[config.mk]
export PLATFORM = sky130hd
export DESIGN_NAME = main_decoder
export DESIGN_NICKNAME = d
export VERILOG_FILES = /design/src/rtl/main_decoder.sv
export SDC_FILE = /design/constraint.sdc
export NUM_CORES = 1
export LEC_CHECK = 0
export ABC_AREA = 1
export CAP_MARGIN = 20
export CORE_AREA = 2 2 39 41
export CTS_BUF_LIST = sky130_fd_sc_hd__clkbuf_4
export DETAILED_ROUTE_END_ITERATION = 8
export DIE_AREA = 0 0 41 43
export DONT_BUFFER_PORTS = 1
export MAX_ROUTING_LAYER = met4
export PLACE_DENSITY = 0.51
export SLEW_MARGIN = 5
export SYNTH_ARGS = -nofsm -noshare
export SYNTH_HDL_FRONTEND = slang
export SYNTH_SLANG_ARGS = --single-unit
[constraint.sdc]
create_clock -name i_Clk -period 0.82 [get_ports i_Clk]
set_clock_uncertainty 0.15 [all_clocks]
set_input_delay 0.082 -clock i_Clk [delete_from_list [all_inputs] [get_ports i_Clk]]
set_output_delay 0.082 -clock i_Clk [all_outputs]
set_load 0.005 [all_outputs]
[src/rtl/main_decoder.sv]
// Opcode encodings shared by the decoders, plus the main control decoder.
// The decoder maps the 7-bit RV32I opcode to the datapath control word and
// registers it, so the word stays stable for a whole cycle.

package Opcode_pkg;

  typedef logic [6:0] OpCode_t;

  localparam OpCode_t opLw    = 7'b0000011;
  localparam OpCode_t opSw    = 7'b0100011;
  localparam OpCode_t opRType = 7'b0110011;
  localparam OpCode_t opBeq   = 7'b1100011;
  localparam OpCode_t opAddi  = 7'b0010011;
  localparam OpCode_t opJal   = 7'b1101111;
  localparam OpCode_t opNop   = 7'b0000000;

endpackage

module main_decoder
  import Opcode_pkg::*;
(
  input  logic           i_Clk,
  input  logic           i_Rst_n,
  input  OpCode_t        i_OpCode,
  output logic           o_RegWrite,
  output logic [1:0]     o_ImmSrc,
  output logic           o_ALUSrc,
  output logic           o_MemWrite,
  output logic [1:0]     o_ResultSrc,
  output logic           o_Branch,
  output logic           o_Jump,
  output logic [1:0]     o_ALUOp,
  output logic           o_Illegal
);

  typedef struct packed {
    logic       regWrite;
    logic [1:0] immSrc;
    logic       aluSrc;
    logic       memWrite;
    logic [1:0] resultSrc;
    logic       branch;
    logic       jump;
    logic [1:0] aluOp;
    logic       illegal;
  } ctrlWord_t;

  // All-zero word: nothing written, PC not redirected.
  localparam ctrlWord_t safeWord = '0;

  ctrlWord_t nextWord;
  ctrlWord_t ctrlReg;

  // Combinational opcode decode; textbook don't-cares are pinned to 0.
  always_comb begin
    nextWord = safeWord;
    unique case (i_OpCode)
      opLw: begin
        nextWord.regWrite  = 1'b1;
        nextWord.immSrc    = 2'b00;
        nextWord.aluSrc    = 1'b1;
        nextWord.resultSrc = 2'b01;
        nextWord.aluOp     = 2'b00;
      end
      opSw: begin
        nextWord.immSrc    = 2'b01;
        nextWord.aluSrc    = 1'b1;
        nextWord.memWrite  = 1'b1;
        nextWord.aluOp     = 2'b00;
      end
      opRType: begin
        nextWord.regWrite  = 1'b1;
        nextWord.aluOp     = 2'b10;
      end
      opBeq: begin
        nextWord.immSrc    = 2'b10;
        nextWord.branch    = 1'b1;
        nextWord.aluOp     = 2'b01;
      end
      opAddi: begin
        nextWord.regWrite  = 1'b1;
        nextWord.aluSrc    = 1'b1;
        nextWord.aluOp     = 2'b10;
      end
      opJal: begin
        nextWord.regWrite  = 1'b1;
        nextWord.immSrc    = 2'b11;
        nextWord.resultSrc = 2'b10;
        nextWord.jump      = 1'b1;
      end
      opNop: begin
        nextWord = safeWord;
      end
      default: begin
        nextWord         = safeWord;
        nextWord.illegal = 1'b1;
      end
    endcase
  end

  // Capture the decoded word every edge; reset clears it immediately.
  always_ff @(posedge i_Clk or negedge i_Rst_n) begin
    if (!i_Rst_n) begin
      ctrlReg <= safeWord;
    end else begin
      ctrlReg <= nextWord;
    end
  end

  assign o_RegWrite  = ctrlReg.regWrite;
  assign o_ImmSrc    = ctrlReg.immSrc;
  assign o_ALUSrc    = ctrlReg.aluSrc;
  assign o_MemWrite  = ctrlReg.memWrite;
  assign o_ResultSrc = ctrlReg.resultSrc;
  assign o_Branch    = ctrlReg.branch;
  assign o_Jump      = ctrlReg.jump;
  assign o_ALUOp     = ctrlReg.aluOp;
  assign o_Illegal   = ctrlReg.illegal;

endmodule

==> results of run 1 <==
[state kept, by name, summed over array words and instances (netlist names)]
name and cells:
o_Branch 1, o_ALUSrc 1, o_RegWrite 1, o_MemWrite 1, o_ImmSrc 2, o_ResultSrc 1
o_ALUOp 1, o_Illegal 1, o_Jump 1
[placed cells by master (no fill, tap or decap), drive strengths merged]
cell         instances
clkinv               1
nand4                1
nand3                3
a21oi                1
inv                  9
clkbuf               3
dlygate4sd3          1
nand2                9
dfrtp               10
o21ai                2
nor2                 8
[layout make-up]
| type | instances | area [µm²] | area share |
|---|---|---|---|
| multi-input cells | 24 | 140 | 0.292 |
| inverters | 9 | 33.8 | 0.0703 |
| repair buffers | 1 | 10.0 | 0.0208 |
| clock buffers | 3 | 22.5 | 0.0469 |
| flip-flops and latches | 10 | 250 | 0.521 |
| clock inverters | 1 | 3.75 | 0.00781 |
| well taps | 16 | 20.0 | 0.0417 |
[how the worst max path moves through the flow]
stage | slack (ns) | endpoint | depth (start not counted)
floorplan | 0.08 | o_Illegal | 6
global placement | -0.03 | o_Illegal | 4
detailed placement | -0.02 | o_Illegal | 4
CTS | -0.09 | o_ResultSrc[1] | 0
global route | -0.11 | o_ALUOp[0] | 0
finish | -0.07 | o_ResultSrc[1] | 0
[kinds of logic after synthesis]
kind of cell	Yosys count	synth area share
DFF	10	0.570
buffers and inverters	11	0.111
and+or+nand+nor	21	0.285
AOI/OAI and AO/OA	3	0.0342
[repair_timing]
action                                  4_1_cts  5_1_grt
cloned                                        0        0
endpoints found under the setup margin       12       12
hold endpoints to repair                     20       10
[per-layer routing]
layer,vias up,track usage
met2,12,0.156
met5,-,-
met3,2,0.0157
met4,0,0.120
li1,137,-
met1,125,0.0927
[metrics by stage]
step	utilization	power, W
final	0.347	0.000892
after global routing	0.347	0.000944
after CTS	0.347	0.000914
after detailed placement	0.321	0.000557
after global placement	0.321	0.000557
after floorplan	-	0.000552
[report_power, final]
part / total [W] / internal [W] / switching [W]
registers: 0.000502 / 0.000499 / 0.00000314
clock network: 0.000333 / 0.000175 / 0.000158
logic: 0.0000568 / 0.0000190 / 0.0000378
total: 0.000892 / 0.000693 / 0.000199
==> impl_metrics.json, run 1 <==
{
  "status": "complete, but fails checks",
  "violations": "negative hold slack, negative setup slack",
  "criticalPathCategory": "reg2out",
  "drt_iter0_drc": 2,
  "m1WireLength_um": 266,
  "grtUsageTotal": 0.103,
  "hpwl_um": 550,
  "finalWorstSetupSlack_ns": -0.0730,
  "synth_top_flop_cell": "dfrtp_1",
  "crit_fanout": 2,
  "crit_path_end_kind": "primary output",
  "grt_max_degree": 11,
  "drcViolationCount": 0,
  "synth_area_leader_cell": "dfrtp_1",
  "nets": 58,
  "drt_wl_total_um": 729,
  "synth_top_area_share": 0.570,
  "whs_endpoint": "o_ALUSrc",
  "powerDensity_mw_per_mm2": 1860,
  "synthTopCellsByCount": "10 x dfrtp_1, 6 x inv_1, 4 x nand2_1, 4 x nor2_2",
  "async_flop_share": 1.00,
  "fin_hold_ws_ns": -0.232,
  "rsz0062_at_grt": "yes",
  "clk_pin_slew_ns": 0.07,
  "grt_pass1_vias": 283,
  "fin_cells": 64,
  "fillers": 141,
  "crit_required_ns": 0.59,
  "worst_slew_pin_slew_ns": 0.432,
  "critPathArrivalTime_ns": 0.66,
  "die_w_um": 41,
  "hold_viol": 10,
  "ctsHoldBuffers": 1,
  "fmaxAchievable_mhz": 1120,
  "root_buffer": "clkbuf_4",
  "ys_types": 15,
  "cts_tree": "done",
  "synth-edff-count": 0,
  "antenna_left": 0,
  "pre_cts_ws_ns": -0.0209,
  "io_buffers": 0,
  "cts.sinks": 10,
  "start_kind": "register",
  "timing.max_cap.violations": 0,
  "syn_area_um2": 439,
  "leakagePower_nw": 0.286,
  "tns_ns": -0.678,
  "cts_resized": 0,
  "dr.pass1.iters": 2,
  "rows": 14,
  "core_region_area_mm2": 0.00138,
  "dpl.cell_count": 59,
  "drive_gt1_frac": 0.333,
  "ys_warn_count": 0,
  "area_growth_pct": 9.40,
  "post-route-period-util": 1.09,
  "slew_viol_final": 0,
  "gp_congestion": 0.780,
  "yosysMostFrequentCell": "dfrtp_1",
  "io-pin-count": 21,
  "fin_crit_ns": 0.893,
  "routed.top_layer": "met4",
  "vias": 276,
  "grt-ovfl-total": 0,
  "vias_per_cell": 4.31,
  "max_slew_margin": 0.711,
  "cts-buffers-inserted": 3,
  "hold_path_depth": 1,
  "synthesis.instances": 45,
  "yosys-top-cells-area": "dfrtp_1 57%, nor2_2 5.7%, inv_1 5.1%",
  "met2_length_um": 398,
  "min_from": "i_OpCode[5]",
  "grt_pass1_wl_mm": 1.12,
  "route.met3.wl_um": 46,
  "wl_per_cell_um": 11.4,
  "htreeDepth": 1,
  "crit_start": "o_Jump",
  "yosysSeqAreaShare": 0.570,
  "die_area_mm2": 0.00176,
  "syn_nets": 54,
  "ir_worst_vdd_mv": 0.436,
  "dieHeight_um": 43,
  "hp-class": "in2reg",
  "placed_area_um2": 444,
  "clk_path_buf_depth": 2,
  "post-cts-setup-buffers": 0,
  "antenna_found_initial": 0,
  "synth.avg_cell_area_um2": 9.76,
  "ys_ff_latch": 10,
  "finalSetupViolations": 12,
  "final_area_um2": 480,
  "start_util": 0.317,
  "antenna_cells": 0
}
Note: power is estimated with default switching activity, not from simulation.
==> run 2, diff against run 1 <==
--- a/config.mk
+++ b/config.mk
@@ -6,6 +6,7 @@
 export NUM_CORES = 1
 export LEC_CHECK = 0
 export ABC_AREA = 1
+export ABC_CLOCK_PERIOD_IN_PS = 820
 export CAP_MARGIN = 20
 export CORE_AREA = 2 2 39 41
 export CTS_BUF_LIST = sky130_fd_sc_hd__clkbuf_4
==> results of run 2 <==
No change in the layout: final DEF, timing and power equal those of run 1.
